## config.mk

```make
export PLATFORM = sky130hd
export DESIGN_NAME = bool_lut_engine
export DESIGN_NICKNAME = d
export VERILOG_FILES = /design/src/rtl/bool_lut_engine_pkg.sv /design/src/rtl/bool_lut_ch.sv /design/src/rtl/bool_lut_engine.sv
export SDC_FILE = /design/constraint.sdc
export NUM_CORES = 1
export LEC_CHECK = 0
export ABC_AREA = 1
export BUFFER_PORTS_ARGS = -buffer_cell sky130_fd_sc_hd__buf_4
export CORE_MARGIN = 5
export CORE_UTILIZATION = 45
export CTS_CLUSTER_DIAMETER = 60
export CTS_CLUSTER_SIZE = 16
export DETAILED_ROUTE_END_ITERATION = 16
export GPL_TIMING_DRIVEN = 0
export HOLD_SLACK_MARGIN = 0.12
export PLACE_DENSITY = 0.71
export SYNTH_ARGS = -nofsm -noshare
export SYNTH_HDL_FRONTEND = slang
export SYNTH_HIERARCHICAL = 1
export SYNTH_SLANG_ARGS = --single-unit
```

## constraint.sdc

```tcl
create_clock -name clk -period 4.7 [get_ports clk]
set_input_delay 0.94 -clock clk [delete_from_list [all_inputs] [get_ports clk]]
set_output_delay 0.94 -clock clk [all_outputs]
set_load 0.03 [all_outputs]
```

## src/rtl/bool_lut_engine_pkg.sv

```systemverilog
// Shared constants for the boolean LUT engine: FSM state encodings and legal parameter ranges.
package bool_lut_engine_pkg;

    localparam logic [0:0] ST_IDLE  = 1'b0;
    localparam logic [0:0] ST_SWEEP = 1'b1;

    localparam int N_IN_MIN = 1;
    localparam int N_IN_MAX = 6;
    localparam int N_CH_MIN = 1;
    localparam int N_CH_MAX = 8;

endpackage

```

## src/rtl/bool_lut_ch.sv

```systemverilog
// One run-time programmable truth table: a 2**N_IN-bit register with write enable
// and a combinational lookup on the selected input vector.
module bool_lut_ch #(
    parameter  int N_IN  = 4,
    localparam int TBL_W = 1 << N_IN
) (
    input  logic             clk,
    input  logic             rst,
    input  logic             wr_en,
    input  logic [TBL_W-1:0] wr_data,
    input  logic [N_IN-1:0]  sel,
    output logic             f
);

    logic [TBL_W-1:0] table_q;
    logic [TBL_W-1:0] table_d;

    always_comb begin
        table_d = table_q;
        if (wr_en) begin
            table_d = wr_data;
        end
    end

    always_ff @(posedge clk or posedge rst) begin
        if (rst) begin
            table_q <= '0;
        end else begin
            table_q <= table_d;
        end
    end

    assign f = table_q[sel];

endmodule

```

## src/rtl/bool_lut_engine.sv

```systemverilog
// Programmable boolean function unit: N_CH truth tables evaluated on host vectors or an
// exhaustive self-sweep, behind a single valid/ready output register.
module bool_lut_engine
    import bool_lut_engine_pkg::*;
#(
    parameter  int N_IN  = 4,
    parameter  int N_CH  = 2,
    localparam int CH_W  = (N_CH > 1) ? $clog2(N_CH) : 1,
    localparam int TBL_W = 1 << N_IN
) (
    input  logic             clk,
    input  logic             rst,
    input  logic             cfg_valid,
    output logic             cfg_ready,
    input  logic [CH_W-1:0]  cfg_ch,
    input  logic [TBL_W-1:0] cfg_data,
    input  logic             in_valid,
    output logic             in_ready,
    input  logic [N_IN-1:0]  in_vec,
    input  logic             sweep_start,
    output logic             sweep_busy,
    output logic             out_valid,
    input  logic             out_ready,
    output logic [N_IN-1:0]  out_vec,
    output logic [N_CH-1:0]  out_f,
    output logic             out_last
);

    logic [0:0]      state_q, state_d;
    logic [N_IN:0]   cnt_q, cnt_d;
    logic            out_valid_q, out_valid_d;
    logic [N_IN-1:0] out_vec_q, out_vec_d;
    logic [N_CH-1:0] out_f_q, out_f_d;
    logic            out_last_q, out_last_d;

    logic            idle;
    logic            load_en;
    logic            cfg_fire;
    logic [N_IN-1:0] sweep_vec;
    logic            sweep_last;
    logic [N_IN-1:0] sel_vec;
    logic [N_CH-1:0] ch_f;

    assign idle       = (state_q == ST_IDLE);
    assign load_en    = !out_valid_q | out_ready;
    assign cfg_ready  = idle;
    assign in_ready   = idle & load_en;
    assign cfg_fire   = cfg_valid & cfg_ready;
    assign sweep_vec  = cnt_q[N_IN-1:0];
    assign sweep_last = &sweep_vec;
    assign sel_vec    = idle ? in_vec : sweep_vec;

    // Out-of-range cfg_ch values match no channel, so such writes are silently absorbed.
    for (genvar gi = 0; gi < N_CH; gi++) begin : g_ch
        bool_lut_ch #(
            .N_IN (N_IN)
        ) u_ch (
            .clk     (clk),
            .rst     (rst),
            .wr_en   (cfg_fire && (cfg_ch == CH_W'(gi))),
            .wr_data (cfg_data),
            .sel     (sel_vec),
            .f       (ch_f[gi])
        );
    end

    always_comb begin
        state_d     = state_q;
        cnt_d       = cnt_q;
        out_valid_d = out_valid_q;
        out_vec_d   = out_vec_q;
        out_f_d     = out_f_q;
        out_last_d  = out_last_q;

        case (state_q)
            ST_IDLE: begin
                if (load_en) begin
                    out_valid_d = in_valid;
                    if (in_valid) begin
                        out_vec_d  = in_vec;
                        out_f_d    = ch_f;
                        out_last_d = 1'b0;
                    end
                end
                // A host vector taken this cycle goes first; sweep vector 0 follows.
                if (sweep_start) begin
                    state_d = ST_SWEEP;
                    cnt_d   = '0;
                end
            end
            ST_SWEEP: begin
                if (cnt_q[N_IN]) begin
                    state_d = ST_IDLE;
                end else if (load_en) begin
                    out_valid_d = 1'b1;
                    out_vec_d   = sweep_vec;
                    out_f_d     = ch_f;
                    out_last_d  = sweep_last;
                    cnt_d       = cnt_q + (N_IN+1)'(1);
                    if (sweep_last) begin
                        state_d = ST_IDLE;
                    end
                end
            end
            default: begin
                state_d = ST_IDLE;
            end
        endcase
    end

    always_ff @(posedge clk or posedge rst) begin
        if (rst) begin
            state_q     <= ST_IDLE;
            cnt_q       <= '0;
            out_valid_q <= 1'b0;
            out_vec_q   <= '0;
            out_f_q     <= '0;
            out_last_q  <= 1'b0;
        end else begin
            state_q     <= state_d;
            cnt_q       <= cnt_d;
            out_valid_q <= out_valid_d;
            out_vec_q   <= out_vec_d;
            out_f_q     <= out_f_d;
            out_last_q  <= out_last_d;
        end
    end

    assign sweep_busy = (state_q == ST_SWEEP);
    assign out_valid  = out_valid_q;
    assign out_vec    = out_vec_q;
    assign out_f      = out_f_q;
    assign out_last   = out_last_q;

endmodule

```

* Word-level counts from Yosys, hierarchy flattened
Cells that the tools add are included.
** Cells by class
- Equality and inequality tests :: 5
- Magnitude comparators :: 1
- Reductions and logical operators :: 7
- Bitwise gates (word level) :: 5
- $add $sub $neg :: 1
- Muxes and demuxes :: 33
** Operators by type and width (number)
- $mux W4 :: 5
- $mux W5 :: 3
- $mux W1 :: 13
- $pmux W5 S2 :: 1
- $bmux W1 S4 :: 2
- $mux W2 :: 4
- $ne A2 B1 Y1 const B :: 4
- $pmux W4 S2 :: 1
- $reduce_and A4 Y1 :: 2
- $pmux W1 S2 :: 3
- $reduce_and A3 Y1 :: 2
- $add A5 B1 Y5 const B :: 1
- $lt A4 B5 Y1 const B :: 1
- $pmux W2 S2 :: 1
- $and A1 B1 Y1 :: 2
- $logic_and A1 B1 Y1 :: 2
- $ne A2 B2 Y1 const B :: 1
- $not A1 Y1 :: 2
- $logic_not A1 Y1 :: 1
- $or A1 B1 Y1 :: 1
** Storage, ports and cells
- Word-level logic and storage cells :: 61
- Register bits after elaboration :: 46

* Longest topological paths before layout
- Depth in word-level cells :: 6
- Gate-level depth with buffers :: 13

* Cells and area by module
Netlist, hierarchy kept.
** By module, submodules not included
- bool_lut_ch :: cells each 104, sequential area each 400.4 um2, times used 2, area an instance 794.5 um2
- bool_lut_engine :: cells each 99, sequential area each 350.3 um2, times used 1, area an instance 762.0 um2

* Least setup slack after synthesis
Ideal clock, no wire load.
- Path kind :: input -> output
- Start point :: input port out_ready
- End point :: output port in_ready
- Data required time :: 3760 ps
- Path slack :: 2373 ps
- Arrival time :: 1387 ps
- Cell stages on the path :: 2
- Buffers on the path :: 0
- Path through :: nor2_4 > nor2_1
** Between the ends
- Longest elaborated chain between the ends :: 2
** RTL lines
- from (decl) :: RTL line bool_lut_engine.sv:23 : input logic out_ready,
- $or A1 B1 Y1 :: RTL line bool_lut_engine.sv:45 : assign load_en = !out_valid_q | out_ready;
- $and A1 B1 Y1 :: RTL line bool_lut_engine.sv:47 : assign in_ready = idle & load_en;
- to (decl) :: RTL line bool_lut_engine.sv:18 : output logic in_ready,
Every way passes these cells.

* Final worst setup path
Same ends and word-level chain as after synthesis.

==> run_results.csv <==
group,metric,value,unit
status,status,"finished clean",
timing,hold_viol_final,0,
floorplan,start_util,46.0,%
setup_path,r2r-start,"sweep_busy$_DFF_PP0_",
setup_path,crit_path_start,"out_ready",
drt,drt-total-wl,5290,um
drt,wire_per_inst,12.5,um
power_and_ir_drop,clockPowerShare,13.6,%
logic_synthesis,synthTopCellsByArea,"dfrtp_1 (49%), nand2_1 (16%), nand3_1 (8.3%)",
floorplan,die_area,6770,um2
logic_synthesis,post_synth_num_cell_types,19,
cells_and_area,area_growth,19.4,%
cells_and_area,nFillCells,486,
setup_path,endpoint_kind,"primary output",
timing,period_share,51.6,%
setup_path,cp.arrival,1490,ps
power_and_ir_drop,sw_frac_of_total,43.1,%
setup_path,cpMaxStageDelayCell,"nor2_4",
placement,hpwlAfterDp,3960,um
drt,ant_nets,0,
setup_path,reg2reg_to,"out_f[0]$_DFFE_PP0P_",
floorplan,core-area,5110,um2
drt,dr.pass1.iters,4,
setup_path,worstPathMaxFanout,3,
cts,htreeDepth,2,
setup_path,r2r_slack,2700,ps
hold_path,min_path_type,"reg -> reg",
setup_path,rr_worst_depth,12,
drt,route.detailed.drc,0,
power_and_ir_drop,combPwrFrac,50.5,%
cells_and_area,diodes,0,
logic_synthesis,syn_inst,307,
hold_path,hold-path-cell-count,2,
cells_and_area,final_common_cell,"nand2_1",
global_routing,antenna_found_initial,0,
timing,setup_viol,0,
global_routing,grt_overflow_total,0,
setup_path,critPathKind,"in -> out",
placement,dp.cells,414,
logic_synthesis,synth-seq-cells,46,
power_and_ir_drop,p_leak,1.50,nW
cells_and_area,nNetsFinal,379,
floorplan,die_h,82.3,um
power_and_ir_drop,intPower,1.03,mW
cts,cts.sinks,46,
timing,rsz0062_at_grt,"false",
cts,cts_buffers,5,
cts,cts_hold_buf,0,
setup_path,critPathBufInv,2,
run,maxCapViolCount,0,
timing,worst_pin_slew,675,ps
setup_path,worst_path_most_repeated_cell,"buf_4",
setup_path,crit_family,"buffers and inverters",
logic_synthesis,ys_warn_count,6,
cts,tritoncts,"done",
timing,period_needed,2430,ps
cts,clockBufferDepth,2,
setup_path,max_stage_delay,190,ps
cts,root_buffer,"clkbuf_8",
power_and_ir_drop,power_density,642,nW/um2
timing,fmax,412,MHz
floorplan,die_x,82.3,um
cts,ctsResizeCount,0,
logic_synthesis,synth.yosys.seq_area_share,49.0,%
cts,clk_latency,300,ps
placement,placed_area,2720,um2
timing,tns,0,ps
logic_synthesis,syn_nets,335,
cells_and_area,most-common-layout-cells,"nand2_1 (100), inv_1 (50), dfrtp_1 (46)",
setup_path,cp.required,3760,ps
cells_and_area,drive_gt1_share,19.3,%
logic_synthesis,synth_top_area_share,49.0,%
setup_path,cp-start-kind,"primary input",
cells_and_area,fin_area,2810,um2
cts,cts_setup_buffers,0,
placement,gp_congestion,0.862,
cts,clk_pin_slew_worst_paths,80,ps
drt,vias,2013,
cells_and_area,finalNonFillerCells,422,
drt,vias_per_cell,4.77,
global_routing,grt_pass1_wl,8650,um
drt,drt-initial-drc-count,100,
logic_synthesis,avgSynthCellArea,7.66,um2
cells_and_area,utilization,55.0,%
floorplan,pin_count,38,
placement,portBuffers,37,
timing,finalMaxSlewViolations,0,
power_and_ir_drop,seq_power_share,35.9,%
global_routing,grt_pass1_vias,1913,
hold_path,worstHoldStart,"out_vec[1]$_DFFE_PP0P_",
logic_synthesis,synth_area_leader_cell,"dfrtp_1",
global_routing,track_usage,17.2,%
setup_path,path_cells,"buf_4 -> nor2_4 -> nor2_1 -> buf_4",
timing,slew_headroom,54.5,%
floorplan,rows,26,
power_and_ir_drop,peakVddDrop,0.245,mV
hold_path,min_to,"out_vec[1]$_DFFE_PP0P_",
logic_synthesis,synth_area,2350,um2
timing,fin_worst_skew,6.30,ps
global_routing,grt_max_degree,17,
power_and_ir_drop,switching_power,0.777,mW
[synthesized netlist by cell type]
cell type	count
inv_1	50
or2_1	1
inv_2	1
nor2_8	1
o21ai_0	11
nand4_1	2
o21ai_1	24
nand3_1	39
buf_6	4
buf_2	6
nand2_1	100
dfrtp_1	46
nand2_2	8
nor2_1	8
ha_1	1
nand2_8	1
nor2_4	1
inv_6	2
o21bai_1	1
[final cells by class]
cell class,instances,area [um2],area share [%]
tap,70,87.6,3.12
timing repair buffer,37,278,9.89
sequential,46,1150,41.0
inverter,53,209,7.44
clock inverter,1,5.00,0.178
clock buffer,7,86.3,3.07
buffer,10,75.1,2.67
multi-input combinational,198,916,32.6
[worst max path at each step]
| stage | slack [ps] | endpoint | cells after the start |
|---|---|---|---|
| 2_1_floorplan | 2370 | in_ready | 2 |
| 3_3_place_gp | 2280 | in_ready | 4 |
| 3_5_place_dp | 2270 | in_ready | 4 |
| 4_1_cts | 2270 | in_ready | 4 |
| 5_1_grt | 2250 | in_ready | 4 |
| 6_report | 2270 | in_ready | 4 |
[cell families after synthesis]
kind of cell	Yosys count	synth area share, %
and+or+nand+nor	161	30.7
buffers and inverters	63	12.1
DFF	46	49.0
AOI/OAI and AO/OA	36	7.77
adders and majority gates	1	0.532
[metal layers]
layer	global-route usage, %	share of wire, %	vias up
met5	0	0	-
met4	8.80	2.2	0
met3	3.80	4.4	13
met2	26.8	49	53
met1	22.3	44	912
li1	-	-	1035
[power by group through the flow]
stage	clock, mW	sequential (mW)	combinational, mW
after floorplan	0	0.701	0.634
after global routing	0.272	0.667	1.03
after CTS	0.253	0.648	0.916
after global placement	0	0.651	0.899
after detailed placement	0	0.656	0.911
final	0.246	0.648	0.910
[tightest hold or removal path, stage by stage (launching register included)]
cell     delay, ps
dfrtp_1        350
nand2_1         50
nand2_1         40
[state kept, by name, summed over array words and instances, names as in the netlist]
register	count
g_ch.u_ch/table_q	32
out_f	2
out_vec	4
out_last	1
cnt_q	5
sweep_busy	1
out_valid	1
[per-stage QoR]
stage	hold slack (ps)	setup slack (ps)	total power, mW
6_report	473	2270	1.80
5_1_grt	509	2250	1.97
4_1_cts	480	2270	1.82
3_5_place_dp	460	2270	1.57
3_3_place_gp	461	2280	1.55
2_1_floorplan	474	2370	1.33
Power figures use the tool's default switching activity.
